### src/rtl/key_event_pkg.sv
// Shared definitions for key_event: FSM state encodings and default timing constants
// (the defaults are also consumed by the board top for debounce/long-press tuning).
package key_event_pkg;

  typedef enum logic [1:0] {
    ST_IDLE    = 2'd0,
    ST_PRESSED = 2'd1,
    ST_LONG    = 2'd2
  } state_e;

  localparam int unsigned KE_LONG_CYCLES   = 50_000_000;
  localparam int unsigned KE_REPEAT_CYCLES = 10_000_000;
  localparam int unsigned KE_CNT_W         = 32;

endpackage

### src/rtl/key_event.sv
// Converts the debounced key level into press/release/long-press/repeat pulses plus a held level.
// Auto-repeat is built only when KEY_EVENT_REPEAT_EN is defined; otherwise repeat_o is constant 0.
module key_event
  import key_event_pkg::*;
#(
  parameter int unsigned LONG_CYCLES   = KE_LONG_CYCLES,
  parameter int unsigned REPEAT_CYCLES = KE_REPEAT_CYCLES,
  parameter int unsigned CNT_W         = KE_CNT_W
) (
  input  logic clk_i,
  input  logic rst_i,
  input  logic in_i,
  output logic press_o,
  output logic release_o,
  output logic long_press_o,
  output logic repeat_o,
  output logic held_o
);

  if (LONG_CYCLES < 2 || REPEAT_CYCLES < 2) begin : g_bad_params
    $error("key_event: LONG_CYCLES and REPEAT_CYCLES must both be >= 2");
  end

  localparam logic [CNT_W-1:0] LONG_LAST = CNT_W'(LONG_CYCLES - 1);
`ifdef KEY_EVENT_REPEAT_EN
  localparam logic [CNT_W-1:0] REP_LAST  = CNT_W'(REPEAT_CYCLES - 1);
`endif

  state_e           state_q;
  logic [CNT_W-1:0] cnt_q;
  logic             press_q;
  logic             release_q;
  logic             long_q;
  logic             repeat_q;
  logic             held_q;

  // held_q tracks the next state, so it moves on the same edge as press/release.
  always_ff @(posedge clk_i) begin
    if (rst_i) begin
      state_q   <= ST_IDLE;
      cnt_q     <= '0;
      press_q   <= 1'b0;
      release_q <= 1'b0;
      long_q    <= 1'b0;
      repeat_q  <= 1'b0;
      held_q    <= 1'b0;
    end else begin
      press_q   <= 1'b0;
      release_q <= 1'b0;
      long_q    <= 1'b0;
      repeat_q  <= 1'b0;
      unique case (state_q)
        ST_IDLE: begin
          if (in_i) begin
            state_q <= ST_PRESSED;
            press_q <= 1'b1;
            held_q  <= 1'b1;
            cnt_q   <= '0;
          end
        end
        ST_PRESSED: begin
          if (!in_i) begin
            state_q   <= ST_IDLE;
            release_q <= 1'b1;
            held_q    <= 1'b0;
            cnt_q     <= '0;
          end else if (cnt_q == LONG_LAST) begin
            state_q <= ST_LONG;
            long_q  <= 1'b1;
            cnt_q   <= '0;
          end else begin
            cnt_q <= cnt_q + CNT_W'(1);
          end
        end
        ST_LONG: begin
          if (!in_i) begin
            state_q   <= ST_IDLE;
            release_q <= 1'b1;
            held_q    <= 1'b0;
            cnt_q     <= '0;
          end else begin
`ifdef KEY_EVENT_REPEAT_EN
            if (cnt_q == REP_LAST) begin
              repeat_q <= 1'b1;
              cnt_q    <= '0;
            end else begin
              cnt_q <= cnt_q + CNT_W'(1);
            end
`else
            cnt_q <= '0;
`endif
          end
        end
        default: begin
          state_q <= ST_IDLE;
          held_q  <= 1'b0;
          cnt_q   <= '0;
        end
      endcase
    end
  end

  assign press_o      = press_q;
  assign release_o    = release_q;
  assign long_press_o = long_q;
  assign repeat_o     = repeat_q;
  assign held_o       = held_q;

endmodule

### config.mk
export PLATFORM = sky130hd
export DESIGN_NAME = key_event
export DESIGN_NICKNAME = d
export VERILOG_FILES = /design/src/rtl/key_event_pkg.sv /design/src/rtl/key_event.sv
export SDC_FILE = /design/constraint.sdc
export NUM_CORES = 1
export LEC_CHECK = 0
export CORE_ASPECT_RATIO = 0.75
export CORE_UTILIZATION = 30
export CTS_CLUSTER_SIZE = 16
export DETAILED_ROUTE_END_ITERATION = 7
export PLACE_DENSITY_LB_ADDON = 0.25
export SLEW_MARGIN = 20
export SYNTH_ARGS = -nofsm -noshare
export SYNTH_HDL_FRONTEND = slang
export SYNTH_SLANG_ARGS = --single-unit
### constraint.sdc
create_clock -name clk_i -period 2.3 [get_ports clk_i]
set_input_delay 0.69 -clock clk_i [delete_from_list [all_inputs] [get_ports clk_i]]
set_output_delay 0.69 -clock clk_i [all_outputs]
set_load 0.03 [all_outputs]
After elaboration in Yosys (flattened, before gate mapping)
Cells that the tools add are included.
- bits in writable memories: 0
- bits in read-only memories: 0
- latch bits: 0
- memories: 0
- bits of input ports: 3
- register bits after elaboration: 38
- divide/modulo/power cells: 0
- $mul: 0
- bitwise gates (word level): 4
- magnitude comparators: 0
- eq/ne operators: 7
- shift operators: 0
- add/subtract/negate cells: 1
- muxes and demuxes: 15
- reductions and logical operators: 7
- operators with widths (operator ; count):
    32-bit 2-to-1 mux ; 3
    32-bit one-hot mux with 2 select lines ; 1
    32-bit by 1-bit adder with 32-bit output, second input constant ; 1
    32-bit by 26-bit == test with 1-bit output, second input constant ; 1
    2-bit 2-to-1 mux ; 4
    2-bit inequality test, second input constant ; 3
    2-bit one-hot mux with 3 select lines ; 1
    2-bit OR reduction ; 3
    1-bit 2-to-1 mux ; 5
    1-bit NOT ; 4
    3-bit inequality test, second input constant ; 1
    3-bit AND reduction ; 1
    3-bit OR reduction ; 1
    2-bit by 1-bit == test with 1-bit output, second input constant ; 1
    2-bit == test, second input constant ; 1
    2-bit logical NOT ; 1
    1-bit one-hot mux with 2 select lines ; 1
    2-bit AND reduction ; 1

Logic depth before layout (Yosys ltp)
Gate-level depths: netlist of the first run.
- depth after elaboration: 4
- mapped depth: 8

Worst setup path after synthesis of the first run
OpenSTA, ideal clock, no wires.
- path kind: register to register
- start: reg state_q[0]
- end: reg cnt_q[15]
- slack: 328 ps
- stages on the path, launching flop included: 9
- data arrival time: 1857 ps
- buffers on the path: 1
- setup time: 115 ps
- required time: 2185 ps
- cells stage by stage: dfxtp_1 -> inv_1 -> ha_1 -> nor2b_1 -> or4_1 -> clkbuf_1 -> nor4_1 -> xnor2_1 -> nor2_1
- longest elaborated chain between the ends: 2
- RTL lines (what ; line ; text):
    start, declared ; key_event.sv:29 ; state_e state_q;
    start signal, assigned ; key_event.sv:40 ; state_q <= ST_IDLE;
    start signal, assigned ; key_event.sv:55 ; state_q <= ST_PRESSED;
    start signal, assigned ; key_event.sv:63 ; state_q <= ST_IDLE;
    2-bit by 1-bit == test with 1-bit output or 2-bit logical NOT (tied branches) ; key_event.sv:52 ; unique case (state_q)
    32-bit one-hot mux with 2 select lines or 2-bit inequality test (tied branches) ; n/a ;
    end signal, assigned ; key_event.sv:72 ; cnt_q <= cnt_q + CNT_W'(1);
    end, declared ; key_event.sv:30 ; logic [CNT_W-1:0] cnt_q;
Several ways; a longest one is shown, not always the timed one.
A chain may end at the register's enable or synchronous reset.

Final worst setup path of the first run
- start: in in_i
- end: reg cnt_q[27]
- longest elaborated chain between the ends: 2
- RTL lines (what ; line ; text):
    start, declared ; key_event.sv:12 ; input logic in_i,
    32-bit 2-to-1 mux ; key_event.sv:62 ; if (!in_i) begin
    32-bit one-hot mux with 2 select lines ; key_event.sv:52 ;
Several ways; a longest one is shown, not always the timed one.

==> results.md, run 1 <==
| Result | Value |
|---|---|
| Mapped cell area | 1982 um2 |
| Initial Util | 31.21% |
| Type of element launching the critical path | input port |
| Net Count, Synth | 242 |
| Max Clk Rate | 448.3 MHz |
| Fraction of final layout cells sized beyond drive strength 1 | 15.38% |
| Number of antenna violations at the first check in global routing | 0 |
| Detailed placer's ending HPWL | 3397 um |
| Crit path capture type | flip-flop |
| Worst Path Class, Setup | in -> reg |
| Number of fill cells in the layout | 667 |
| Area share of the largest cell type after synthesis | 38.38% |
| Wire length per cell | 13.70 um |
| RSZ-0062 raised after global routing | yes |
| Run status | finished, final reports clean |
| Synth area leaders | dfxtp_1 (38%), xnor2_1 (7.1%), nor2_1 (6.4%) |
| Max-Cap Viols | 0 |
| Number of ports placed on the die boundary | 8 |
| Routability congestion estimate | 0.8112 |
| Peak supply drop | 0.1980 mV |
| Share of total power in sequential cells | 52.1% |
| Share of power burned in combinational logic | 10.0% |
| Final slew viol count | 0 |
| Via count of the first global-routing pass | 1595 |
| Average cell area after synthesis | 8.434 um2 |
| Leak pwr | 0.7352 nW |
| Worst min path class | reg -> reg |
| Final critical-path share of the clock period | 96.98% |
| Data required time at the worst endpoint | 2.49 ns |
| Total number of vias | 1724 |
| Std-Cell Core Area | 6350 um2 |
| Placement row count | 25 |
| Ys Warns | 0 |
| Die extent in y | 72.39 um |
| Maximum fanout encountered on the critical timing path | 5 |
| Post-cts repair resize count | 0 |
| H-tree level count | 2 |
| Final hold violation count | 0 |
| Clk network pwr share | 37.8% |
| Die area | 6939 um2 |
| Maximum number of buffers from clock root to sink | 2 |
| Netlist cell types | 44 |
| Leading register cell type out of synthesis | dfxtp_1 |
| DRC violations left | 0 |
| Pwr Density | 547.9 nW/um2 |
| Clock Tree Root | clkbuf_8 |
| Post-place setup slack | -0.2431 ns |
| Wire length reported by the detailed router | 4673 um |
| Clock edge transition at the registers on the reported setup and hold paths | 0.08 ns |
| Overall routing resource usage | 15.13% |
| Final setup margin | 0.06947 ns |
| Switching share of power | 25.28% |
| Largest net degree at the start of global routing | 21 |
| Number of buffers added on ports | 6 |
| Later-pin clock latency in the skew report | 0.30 ns |
| Post-route antenna net violation count | 0 |
| Cells after Synth | 235 |
| Final setup skew | 0.005096 ns |
| # Post-CTS Setup Buffers | 0 |
| # nets final | 266 |
| # hold bufs at CTS | 0 |
| Layout area overhead | 18.88% |
| Final critical-path required period | 2.231 ns |
| Post-synth top area cell | dfxtp_1 |
| TritonCTS Buffers | 5 |
| GRT overflow | 0 |
| CTS sink count | 38 |
| CTS tree | built |
| Switching power summed over all nets | 0.3263 mW |
| Number of DRC violations after detailed-routing iteration 0 | 92 |
| Mean number of vias per cell | 5.056 |
| Register bit count reported by yosys | 38 |
| Async set-reset flop share out of synthesis | 0% |
| Die W | 95.86 um |
| Proportion of synthesized chip area in sequential cells | 38.38% |
| Final setup violating endpoints | 0 |
| Total Power | 1.291 mW |
| Int Pwr | 0.9645 mW |
| Antenna fix cells | 0 |
| Wire length of the first global-routing pass | 7941 um |
| First-pass iteration count of the detailed router | 4 |
| Critical path arrival | 2.42 ns |
| Number of enable flip-flop cells after synthesis | 0 |
[cell usage after synthesis (2+ instances only)]
| library cell | n |
|---|---|
| o21ai_0 | 2 |
| buf_2 | 3 |
| nor4_1 | 15 |
| and3_1 | 2 |
| xnor2_1 | 16 |
| xor2_1 | 13 |
| a21oi_1 | 7 |
| or4_1 | 3 |
| dfxtp_1 | 38 |
| nor2b_1 | 2 |
| nand4_1 | 16 |
| nor2_2 | 2 |
| nor3b_1 | 4 |
| nor2_1 | 34 |
| nor3_1 | 9 |
| buf_6 | 3 |
| ha_1 | 4 |
| nand2_1 | 20 |
| and4_1 | 3 |
| nand3_1 | 8 |
| clkbuf_1 | 4 |
| inv_1 | 5 |
[critical path: stages]
cell	delay [ns]
clkdlybuf4s50_1	0.48
nor2b_1	0.09
or4_1	0.65
nor4_1	0.29
xnor2_1	0.17
nor2_1	0.05
[placed cells by master (no fill, tap or decap), types with 4 or more instances in the layout]
cell type / n
nor2_1: 34
nor3b_1: 4
dfxtp_1: 38
inv_1: 5
nand3_1: 8
nand4_1: 16
nand2_1: 20
buf_4: 21
clkbuf_8: 6
ha_1: 4
xnor2_1: 16
nor3_1: 9
nor4_1: 13
clkdlybuf4s50_1: 6
a21oi_1: 7
xor2_1: 13
[path summary, 6_finish.rpt]
path | from | depth (start not counted) | endpoint | slack [ns]
setup reg to reg | state_q[0] | 7 | cnt_q[27] | 0.20
hold reg to reg | held_o | 2 | held_o | 0.49
hold / removal | held_o | 2 | held_o | 0.49
setup / recovery | in_i | 6 | cnt_q[27] | 0.07
[per-layer routing]
metal / vias up / routed length, um / global-route usage, %
met5: - / 0 / 0
met4: 0 / 52 / 4.478
met3: 10 / 179 / 3.459
met2: 34 / 1767 / 20.00
met1: 791 / 2674 / 23.68
li1: 889 / - / -
[per-stage QoR]
step | instance area, um2 | std cells | hold slack, ns | setup TNS, ns | util (%)
2_1_floorplan | 1982 | 235 | 0.4568 | 0 | -
3_3_place_gp | 2250 | 333 | 0.4736 | -2.517 | 35.43
3_5_place_dp | 2250 | 333 | 0.4805 | -2.528 | 35.43
4_1_cts | 2341 | 341 | 0.4923 | 0 | 36.87
5_1_grt | 2356 | 341 | 0.5156 | -0.0001448 | 37.10
6_report | 2356 | 341 | 0.4910 | 0 | 37.10
[flip-flops by register name, summed over array words and instances, names as in the netlist]
name / flops
cnt_q: 32
state_q: 2
held_o: 1
long_press_o: 1
press_o: 1
release_o: 1
[logic make-up (layout without fill, tap and decap cells)]
kind of cell / count (synthesis) / in the layout / synth area share [%]
other cells: 1 / 1 / 0.1892
flops: 38 / 38 / 38.38
fa+ha+maj: 4 / 4 / 2.525
simple gates: 129 / 129 / 35.04
buf+inv: 16 / 41 / 4.545
xor+xnor: 29 / 29 / 12.82
compound gates: 18 / 18 / 6.503
[area by class of cell]
class / instances / area [um2] / share of cell area, %
Timing Repair Buffer: 28 / 237.7 / 10.09
Sequential cell: 38 / 760.7 / 32.29
Tap cell: 81 / 101.3 / 4.302
Inverter: 5 / 18.77 / 0.7966
Clock buffer: 7 / 86.33 / 3.664
Clock inverter: 1 / 5.005 / 0.2124
Multi-Input combinational cell: 181 / 1146 / 48.65
[power groups by stage]
stage	combinational, mW	clock, mW	sequential [mW]
6_report	0.130	0.488	0.673
5_1_grt	0.145	0.537	0.675
4_1_cts	0.131	0.506	0.673
3_5_place_dp	0.130	0	0.689
3_3_place_gp	0.131	0	0.689
2_1_floorplan	0.0788	0	0.697
Power figures use the tool's default switching activity.
==> run 2, diff against run 1 <==
--- a/config.mk
+++ b/config.mk
@@ -10,6 +10,7 @@
 export CTS_CLUSTER_SIZE = 16
 export DETAILED_ROUTE_END_ITERATION = 7
 export PLACE_DENSITY_LB_ADDON = 0.25
+export SKIP_CTS_REPAIR_TIMING = 1
 export SLEW_MARGIN = 20
 export SYNTH_ARGS = -nofsm -noshare
 export SYNTH_HDL_FRONTEND = slang
==> results of run 2 <==
Final layout, timing and power as in run 1 (identical DEF).
==> run 3, diff against run 2 <==
--- a/config.mk
+++ b/config.mk
@@ -5,6 +5,7 @@
 export SDC_FILE = /design/constraint.sdc
 export NUM_CORES = 1
 export LEC_CHECK = 0
+export ABC_AREA = 1
 export CORE_ASPECT_RATIO = 0.75
 export CORE_UTILIZATION = 30
 export CTS_CLUSTER_SIZE = 16
==> constraint.sdc (replaced) <==
create_clock -name clk_i -period 2.9 [get_ports clk_i]
set_input_delay 0.87 -clock clk_i [delete_from_list [all_inputs] [get_ports clk_i]]
set_output_delay 0.87 -clock clk_i [all_outputs]
set_load 0.03 [all_outputs]
==> results.md, run 3 <==
| Result | Value | Change |
|---|---|---|
| Run status | finished, final reports clean |  |
| Final critical-path share of the clock period | 77.84% |  |
| Mapped cell area | 2108 um2 | +6.4% |
| Clock Tree Root | clkbuf_8 |  |
| Wire length of the first global-routing pass | 7734 um | -2.6% |
| Total Power | 1.345 mW | +4.2% |
| Peak supply drop | 0.2247 mV | +13% |
| Die W | 98.80 um | +3.1% |
| Max-Cap Viols | 0 | unchanged |
| Clock edge transition at the registers on the reported setup and hold paths | 0.08 ns | about the same |
| Int Pwr | 0.9181 mW | -4.8% |
| Count leader, synth | nand2_1 |  |
| Die area | 7370 um2 | +6.2% |
| First-pass iteration count of the detailed router | 4 | unchanged |
| CTS sink count | 38 | unchanged |
| Number of antenna violations at the first check in global routing | 0 | unchanged |
| Highest-count cells in the layout ignoring fill and taps | nand2_1 (60), nor2_1 (55), dfxtp_1 (38), inv_1 (29) |  |
| Wire length reported by the detailed router | 4551 um | -2.6% |
| Mean number of vias per cell | 4.676 | -7.5% |
| Regs by FF count | cnt_q: 32 flops, state_q: 2 flops |  |
| Leak pwr | 0.8877 nW | +21% |
| Crit path capture type | flip-flop |  |
| Std-Cell Core Area | 6799 um2 | +7.1% |
| Number of enable flip-flop cells after synthesis | 0 | unchanged |
| Final setup skew | 0.006466 ns | +0.001370 ns |
| GRT overflow | 0 | unchanged |
| Critical path arrival | 2.47 ns | +0.05 ns |
| Netlist cell types | 34 | -23% |
| Final setup TNS | 0 ns | unchanged |
| Final-layout worst hold slack | 0.5120 ns | +0.02104 ns |
| Fraction of final layout cells sized beyond drive strength 1 | 11.04% | -4.3 points |
| RSZ-0062 raised after global routing | no |  |
| Antenna fix cells | 0 | unchanged |
| Number of fill cells in the layout | 733 | +9.9% |
| Number of non-filler instances in the completed layout | 392 | +15% |
| Detailed placer's ending HPWL | 3506 um | +3.2% |
| Cell with the largest stage delay on the worst path | clkdlybuf4s50_1 |  |
| End-of-flow core utilization | 34.95% | -2.2 points |
| Register bit count reported by yosys | 38 | unchanged |
| Data required time at the worst endpoint | 3.11 ns | +0.62 ns |
| Async set-reset flop share out of synthesis | 0% | unchanged |
| Post-place setup slack | 0.3403 ns | +0.5834 ns |
| Ys Warns | 0 | unchanged |
| Worst Path Class, Setup | in -> reg |  |
| Area share of the largest cell type after synthesis | 36.08% | -2.3 points |
| Later-pin clock latency in the skew report | 0.29 ns | about the same |
| Placement row count | 26 | +4.0% |
| Synth top cells by count | nand2_1 (60), nor2_1 (55), dfxtp_1 (38), inv_1 (29) |  |
| Wire length per cell | 11.61 um | -15% |
| Initial Util | 31.01% | -0.20 points |
| Number of buffers added on ports | 6 | unchanged |
| Share of total power in sequential cells | 42.4% | -9.7 points |
| Total number of vias | 1833 | +6.3% |
| CTS tree | built |  |
| Number of flip-flops in the largest register | 32 | unchanged |
| Proportion of synthesized chip area in sequential cells | 36.08% | -2.3 points |
| Via count of the first global-routing pass | 1617 | +1.4% |
| Final setup violating endpoints | 0 | unchanged |
| Placed cell count | 384 | +15% |
| Final slew viol count | 0 | unchanged |
| Synth area leaders | dfxtp_1 (36%), nand2_1 (11%), nor2_1 (9.8%) |  |
| Largest net degree at the start of global routing | 32 | +52% |
| WHS Path Cells | 2 | unchanged |
| Post-route antenna net violation count | 0 | unchanged |
| Maximum number of buffers from clock root to sink | 2 | unchanged |
| Cells after Synth | 295 | +26% |
| TritonCTS Buffers | 5 | unchanged |
| Maximum fanout encountered on the critical timing path | 31 | +26 |
| Type of element launching the critical path | input port |  |
| Worst min path class | reg -> reg |  |
| Share of power burned in combinational logic | 25.6% | +16 points |
| Largest register by flop count | cnt_q |  |
| Post-synth top area cell | dfxtp_1 |  |
| Number of ports placed on the die boundary | 8 | unchanged |
| Overall routing resource usage | 13.43% | -1.7 points |
| Average cell area after synthesis | 7.147 um2 | -15% |
| Depth of the worst register-to-register path | 10 | +3 |
| Most frequent standard cell in the layout excluding fill and tap cells | nand2_1 |  |
| Summed area of non-filler cells in the final layout | 2376 um2 | +0.85% |
| Routability congestion estimate | 0.8632 | +6.4% |
| Switching power summed over all nets | 0.4266 mW | +31% |
| Flop2flop setup slack | 1.00 ns | +0.80 ns |
| Number of DRC violations after detailed-routing iteration 0 | 142 | +54% |
| Cell breakdown of the critical path | clkdlybuf4s50_1, nor2_2, inv_2, buf_4, nand2_1, nand2_2, buf_12, nor3_1 |  |
| Cell area reported after detailed placement | 2266 um2 | +0.72% |
| Switching share of power | 31.72% | +6.4 points |
| H-tree level count | 2 | unchanged |
| # nets final | 314 | +18% |
| Crit path largest cell delay | 0.43 ns | -0.22 ns |
| Final setup margin | 0.6427 ns | +0.5733 ns |
| Final hold violation count | 0 | unchanged |
| Net Count, Synth | 302 | +25% |
| Layout area overhead | 12.70% |  |
| Pwr Density | 565.9 nW/um2 | +3.3% |
| Max Clk Rate | 443.0 MHz |  |
| Die extent in y | 74.60 um | +3.1% |
| Final critical-path required period | 2.257 ns |  |
| DRC violations left | 0 | unchanged |
| Clk network pwr share | 32.0% | -5.8 points |
| Leading register cell type out of synthesis | dfxtp_1 |  |
## run 3: changes by cell type after synthesis, moves of 4 or more
cell / previous run / this run
xnor2_1: 16 / 0
nor2_2: 2 / 8
nor2_1: 34 / 55
nor4_1: 15 / 5
inv_1: 5 / 29
nor3b_1: 4 / 0
nand4_1: 16 / 7
nor3_1: 9 / 19
nand2_1: 20 / 60
clkbuf_1: 4 / 0
nand3_1: 8 / 19
## run 3: path summary, 6_finish.rpt
kind	startpoint	to
max reg2reg	state_q[0]	cnt_q[10]
min reg2reg	held_o	held_o
min	held_o	held_o
max	in_i	cnt_q[10]
## run 3: critical path: cells and delay by family
family	cells	cell delay (ns)
buf+inv	4	0.93
simple gates	4	0.65
## run 3: kinds of logic (layout without fill, tap and decap cells)
group / after synthesis / after routing / synth area share, %
simple gates: 189 / 189 / 44.15
fa+ha+maj: 4 / 4 / 2.374
buf+inv: 37 / 50 / 8.249
other cells: 1 / 1 / 0.1779
xor+xnor: 14 / 14 / 5.816
compound gates: 12 / 12 / 3.145
flops: 38 / 38 / 36.08
## run 3: final cells by class
class                      count  area (um2)  area share [%]
timing repair buffer          11       110.1           4.634
inverter                      31       116.4           4.897
clock buffer                   8       110.1           4.634
sequential                    38       760.7           32.02
tap                           84       105.1           4.423
multi-input combinational    220        1174           49.39
## run 3: power by group through the flow
stage          Clock, mW  Combinational, mW  Sequential, mW
6_report           0.430              0.344           0.570
3_5_place_dp           0              0.346           0.583
4_1_cts            0.445              0.347           0.571
5_1_grt            0.470              0.399           0.575
2_1_floorplan          0              0.245           0.605
3_3_place_gp           0              0.348           0.582
## run 3: routing by layer
metal / part of all wire [%] / global-route usage (%)
met5: 0 / 0
met4: 0.83 / 3.483
met3: 4.7 / 3.102
met2: 40 / 18.96
met1: 55 / 20.23
